## src/rtl/mem_port_arbiter.sv

```systemverilog
`default_nettype none
// ============================================================================
// Module      : mem_port_arbiter
// Description : Shares one single-ported memory between the instruction-fetch
//               path and the load/store path of a multicycle RISC-V core.
//               One request is serviced at a time. Data requests win by
//               default; a saturating streak counter lets a waiting fetch win
//               after STARVE_MAX contested data grants. Each access holds the
//               memory for MEM_LAT cycles, then a one-cycle response pulse is
//               issued to the owner.
// Revision    : 1.0 - initial release
// ============================================================================
module mem_port_arbiter #(
  parameter int ADDR_W     = 64,
  parameter int DATA_W     = 64,
  parameter int MEM_LAT    = 2,
  parameter int STARVE_MAX = 4
) (
  input  logic              CLK,
  input  logic              RESET,
  // instruction-fetch requester
  input  logic              I_REQ,
  input  logic [ADDR_W-1:0] I_ADDR,
  output logic              I_GNT,
  output logic              I_RVALID,
  output logic [DATA_W-1:0] I_RDATA,
  // data (load/store) requester
  input  logic              D_REQ,
  input  logic              D_WE,
  input  logic [ADDR_W-1:0] D_ADDR,
  input  logic [DATA_W-1:0] D_WDATA,
  output logic              D_GNT,
  output logic              D_DONE,
  output logic [DATA_W-1:0] D_RDATA,
  // memory side
  output logic              MEM_EN,
  output logic              MEM_WR,
  output logic [ADDR_W-1:0] MEM_ADDR,
  output logic [DATA_W-1:0] MEM_WDATA,
  input  logic [DATA_W-1:0] MEM_RDATA,
  // status
  output logic              BUSY,
  output logic              OWNER
);

  // Counter is preloaded with MEM_LAT-1 so that MEM_LAT ACCESS cycles elapse.
  localparam logic [2:0] c_LAT_LOAD = 3'(MEM_LAT - 1);
  localparam logic [3:0] c_STARVE   = 4'(STARVE_MAX);
  localparam logic [3:0] c_STREAK_SAT = 4'hF;

  typedef enum logic [1:0] {
    ST_IDLE   = 2'd0,
    ST_ACCESS = 2'd1,
    ST_RESP   = 2'd2
  } state_t;

  state_t              r_state;
  state_t              w_next_state;

  logic [2:0]          r_cnt;
  logic [3:0]          r_streak;
  logic [ADDR_W-1:0]   r_addr;
  logic [DATA_W-1:0]   r_wdata;
  logic                r_we;
  logic                r_owner;
  logic [DATA_W-1:0]   r_i_rdata;
  logic [DATA_W-1:0]   r_d_rdata;

  // Arbitration candidates. Gated by RESET so no grant is visible while the
  // block is held in reset, even though requests may already be asserted.
  logic                w_i_win;
  logic                w_d_win;
  logic                w_grant_i;
  logic                w_grant_d;
  logic                w_last_access;

  // A fetch wins when it is alone, or when the data side has starved it long
  // enough; otherwise any pending data request wins.
  always_comb begin
    w_i_win = 1'b0;
    w_d_win = 1'b0;
    if (!RESET) begin
      w_i_win = I_REQ && (!D_REQ || (r_streak == c_STARVE));
      w_d_win = D_REQ && !w_i_win;
    end
  end

  assign w_last_access = (r_state == ST_ACCESS) && (r_cnt == 3'd0);

  // FSM state register; async reset drops any access in flight immediately.
  always_ff @(posedge CLK or posedge RESET) begin
    if (RESET) begin
      r_state <= ST_IDLE;
    end else begin
      r_state <= w_next_state;
    end
  end

  // Next-state and per-state outputs; grants only ever appear in IDLE.
  always_comb begin
    w_next_state = r_state;
    w_grant_i    = 1'b0;
    w_grant_d    = 1'b0;
    MEM_EN       = 1'b0;
    MEM_WR       = 1'b0;
    BUSY         = 1'b0;
    I_RVALID     = 1'b0;
    D_DONE       = 1'b0;
    case (r_state)
      ST_IDLE: begin
        w_grant_i = w_i_win;
        w_grant_d = w_d_win;
        if (w_i_win || w_d_win) begin
          w_next_state = ST_ACCESS;
        end
      end
      ST_ACCESS: begin
        MEM_EN = 1'b1;
        MEM_WR = r_we;
        BUSY   = 1'b1;
        if (r_cnt == 3'd0) begin
          w_next_state = ST_RESP;
        end
      end
      ST_RESP: begin
        BUSY         = 1'b1;
        I_RVALID     = !r_owner;
        D_DONE       = r_owner;
        w_next_state = ST_IDLE;
      end
      default: begin
        w_next_state = ST_IDLE;
      end
    endcase
  end

  assign I_GNT = w_grant_i;
  assign D_GNT = w_grant_d;

  // Request latches and access counter: captured once per grant, held stable
  // for the whole access so the requester may move on after its GNT.
  always_ff @(posedge CLK or posedge RESET) begin
    if (RESET) begin
      r_addr  <= '0;
      r_wdata <= '0;
      r_we    <= 1'b0;
      r_owner <= 1'b0;
      r_cnt   <= 3'd0;
    end else begin
      if (w_grant_d) begin
        r_addr  <= D_ADDR;
        r_wdata <= D_WDATA;
        r_we    <= D_WE;
        r_owner <= 1'b1;
        r_cnt   <= c_LAT_LOAD;
      end else if (w_grant_i) begin
        r_addr  <= I_ADDR;
        r_we    <= 1'b0;
        r_owner <= 1'b0;
        r_cnt   <= c_LAT_LOAD;
      end else if ((r_state == ST_ACCESS) && (r_cnt != 3'd0)) begin
        r_cnt <= r_cnt - 3'd1;
      end
    end
  end

  // Starvation streak: counts data grants taken while a fetch was waiting.
  always_ff @(posedge CLK or posedge RESET) begin
    if (RESET) begin
      r_streak <= 4'd0;
    end else if (w_grant_i) begin
      r_streak <= 4'd0;
    end else if (w_grant_d && I_REQ && (r_streak != c_STREAK_SAT)) begin
      r_streak <= r_streak + 4'd1;
    end
  end

  // Read-data registers: loaded on the final ACCESS edge of a read, and held
  // until the next read by the same owner (stores never touch D_RDATA).
  always_ff @(posedge CLK or posedge RESET) begin
    if (RESET) begin
      r_i_rdata <= '0;
      r_d_rdata <= '0;
    end else if (w_last_access && !r_we) begin
      if (r_owner) begin
        r_d_rdata <= MEM_RDATA;
      end else begin
        r_i_rdata <= MEM_RDATA;
      end
    end
  end

  assign I_RDATA   = r_i_rdata;
  assign D_RDATA   = r_d_rdata;
  assign MEM_ADDR  = r_addr;
  assign MEM_WDATA = r_wdata;
  assign OWNER     = r_owner;

endmodule
`default_nettype wire

```

## config.mk

```make
export PLATFORM = sky130hd
export DESIGN_NAME = mem_port_arbiter
export DESIGN_NICKNAME = d
export VERILOG_FILES = /design/src/rtl/mem_port_arbiter.sv
export SDC_FILE = /design/constraint.sdc
export NUM_CORES = 1
export LEC_CHECK = 0
export ABC_AREA = 1
export CELL_PAD_IN_SITES_DETAIL_PLACEMENT = 0
export CELL_PAD_IN_SITES_GLOBAL_PLACEMENT = 2
export CORE_ASPECT_RATIO = 0.5
export CORE_MARGIN = 2
export CORE_UTILIZATION = 23
export CTS_CLUSTER_SIZE = 30
export DETAILED_ROUTE_END_ITERATION = 8
export PLACE_DENSITY_LB_ADDON = 0.15
export SLEW_MARGIN = 20
export SYNTH_ARGS = -nofsm -noshare
export SYNTH_HDL_FRONTEND = slang
export SYNTH_SLANG_ARGS = --single-unit
export TNS_END_PERCENT = 10
```

## constraint.sdc

```tcl
create_clock -name CLK -period 11.4 [get_ports CLK]
set_input_delay 1.71 -clock CLK [delete_from_list [all_inputs] [get_ports CLK]]
set_output_delay 1.71 -clock CLK [all_outputs]
set_load 0.02 [all_outputs]
```

==> impl_metrics.tcl <==
set metrics [dict create \
    outcome "completed" \
    slew_headroom 0.380 \
    ys_seq_area_frac 0.579 \
    cap_violations 0 \
    ctsHtreeMaxLevel 1 \
    hp-class "flop to flop" \
    swShare 0.400 \
    grt_max_degree 93 \
    nNetsFinal 2144 \
    netlist_area_um2 11500 \
    pwr-share-seq 0.327 \
    path_max_fanout 57 \
    yosys_warnings 0 \
    vias 10400 \
    p_clk_frac 0.185 \
    fp.dieH_um 162 \
    multi_input_area_um2 3680 \
    ioPinCount 525 \
    fin_skew_ns 0.0282 \
    peakVddDrop_mv 0.124 \
    clock_latency_ns 0.57 \
    cts.reportedPaths.clkPinSlew_ns 0.06 \
    routed_wirelength_mm 42.9 \
    syn_to_final_growth_pct 58.5 \
    port_buffers 524 \
    tightest_slew_ns 0.929 \
    fill_cells 5161 \
    hold_viol 0 \
    via_per_inst 4.07 \
    switchingPower_uw 2040 \
    dr.pass1.iters 5 \
    std_cell_rows 57 \
    ys_ff_latch 267 \
    finalCritPeriodShare 0.585 \
    tns_ns 0 \
    post_cts_resized 0 \
    drt_iter0_markers 497 \
    p_per_area_nw_per_um2 279 \
    criticalPathCategory "input port to output pin" \
    die_w_um 321 \
    worst-endpoint-required_ns 9.69 \
    ant_nets 0 \
    cp-end-kind "output pin" \
    hold_buffers 0 \
    p_comb_frac 0.488 \
    synthCells 1394 \
    root_buffer "clkbuf_16" \
    drc 0 \
    p_leak_uw 0.00909 \
    post_cts_buffers 0 \
    clockBufferDepth 3 \
    place_congestion 0.746 \
    fin_util 0.373 \
    worstSetupStartpointType "input port" \
    wl_per_cell_um 16.8 \
    grt_pass1_vias 10500 \
    setup_viol 0 \
    drv_slew 0 \
    arrival_ns 4.96 \
    clock_sink_count 267 \
    cts_tree "done" \
    seq_area_um2 6680 \
    grt_pass1_wl_mm 64.6 \
    grt_usage 0.160 \
    dp_hpwl_mm 29.9 \
    dieArea_um2 52100 \
    min_period_ns 6.67 \
    grt_overflow 0 \
    start_util 0.235 \
    grt_setup_unrepaired "no" \
    layout-drive-gt1-share 0.0369 \
    antenna_found_initial 4 \
    synth_nets 1662 \
    p_int_uw 3070 \
    cts_buffers 28 \
    max_freq_mhz 150 \
    ys_types 22 \
    syn_avg_cell_area_um2 8.28 \
    reg2reg_slack_ns 7.78 \
    core_um2 49100 \
]
[final timing paths]
check / startpoint / depth (start not counted) / end
worst max-delay path: D_REQ / 7 / D_GNT
worst min-delay path: MEM_ADDR[27]$_DFFE_PP0P_ / 2 / MEM_ADDR[27]$_DFFE_PP0P_
worst max register to register: r_state[0]$_DFFE_PP0P_ / 8 / MEM_WDATA[1]$_DFFE_PP0P_
worst min register to register: MEM_ADDR[27]$_DFFE_PP0P_ / 2 / MEM_ADDR[27]$_DFFE_PP0P_
max in group asynchronous: RESET / 5 / D_RDATA[46]$_DFFE_PP0P_
min in group asynchronous: RESET / 2 / MEM_ADDR[6]$_DFFE_PP0P_
[power by group through the flow]
stage	logic, uW	registers [uW]	clock network [uW]
floorplan	657	2230	0
global placement	2550	1670	0
detailed placement	2550	1680	0
CTS	2550	1670	985
global route	2690	1730	1030
finish	2500	1670	944
[state kept, by name, summed over array words and instances (netlist names)]
signal and flops:
D_RDATA 64, OWNER 1, r_cnt 3, MEM_WDATA 64
r_we 1, I_RDATA 64, r_streak 4, r_state 2
MEM_ADDR 64
[cell type report]
type,instances,share of cell area
timing repair buffer,537,0.293
multi-input combinational,827,0.201
antenna,4,0.000547
tap,649,0.0444
clock buffer,46,0.0474
clock inverter,6,0.00383
sequential,267,0.365
inverter,215,0.0445
[critical path, cell delays in order]
cell and delay, ns:
clkdlybuf4s50_1 0.59, nand2_1 0.12, nand2_2 0.10, nand3_4 0.60, inv_2 0.51, buf_4 0.56
clkdlybuf4s50_1 0.72
[synthesized netlist by cell type (all sizes together)]
library cell / instances / area, um^2
buf: 63 / 330
o211ai: 1 / 12.5
nand3: 73 / 370
xor2: 3 / 26.3
nor2: 3 / 13.8
nand2: 535 / 2010
a21oi: 2 / 10.0
nor4: 1 / 12.5
nand4: 70 / 438
inv: 215 / 807
clkbuf: 22 / 83.8
dfrtp: 267 / 6680
ha: 7 / 87.6
o21ai: 132 / 661
[layer usage]
layer / up-vias / GRT usage / part of all wire
met3: 60 / 0.0239 / 0.030
met2: 168 / 0.315 / 0.56
li1: 5268 / - / -
met4: 0 / 0.0499 / 0.028
met1: 4891 / 0.177 / 0.39
met5: - / 0 / 0
[cells in the final DEF, fill, tap and decap left out, types with 6 or more instances in the layout]
cell and n:
nand2_1 532, clkdlybuf4s50_1 524, dfrtp_1 267, inv_1 210
o21ai_0 75, nand3_1 72, nand4_1 70, o21ai_1 57
clkbuf_16 28, buf_4 12, clkbuf_8 10, clkbuf_1 8
ha_1 6
[stage by stage]
step	hold slack [ns]	setup WS (ns)	instances	area (um^2)	power (uW)
global placement	0.462	4.64	2494	17300	4230
CTS	0.481	4.62	2546	18300	5210
floorplan	0.452	0.588	1394	11500	2890
finish	0.475	4.73	2551	18300	5110
detailed placement	0.464	4.63	2494	17300	4230
global route	0.492	4.41	2551	18300	5450
[cells by family (layout without fill, tap and decap cells)]
logic type,count (synthesis),after routing,synth area share
and+or+nand+nor,682,682,0.246
buffers and inverters,300,804,0.106
DFF,267,267,0.579
AOI/OAI and AO/OA,135,135,0.0592
adders and majority gates,7,7,0.00759
xor gates and xnor gates,3,3,0.00228
other,0,4,0
No activity file was read; power rests on OpenSTA's default activity.
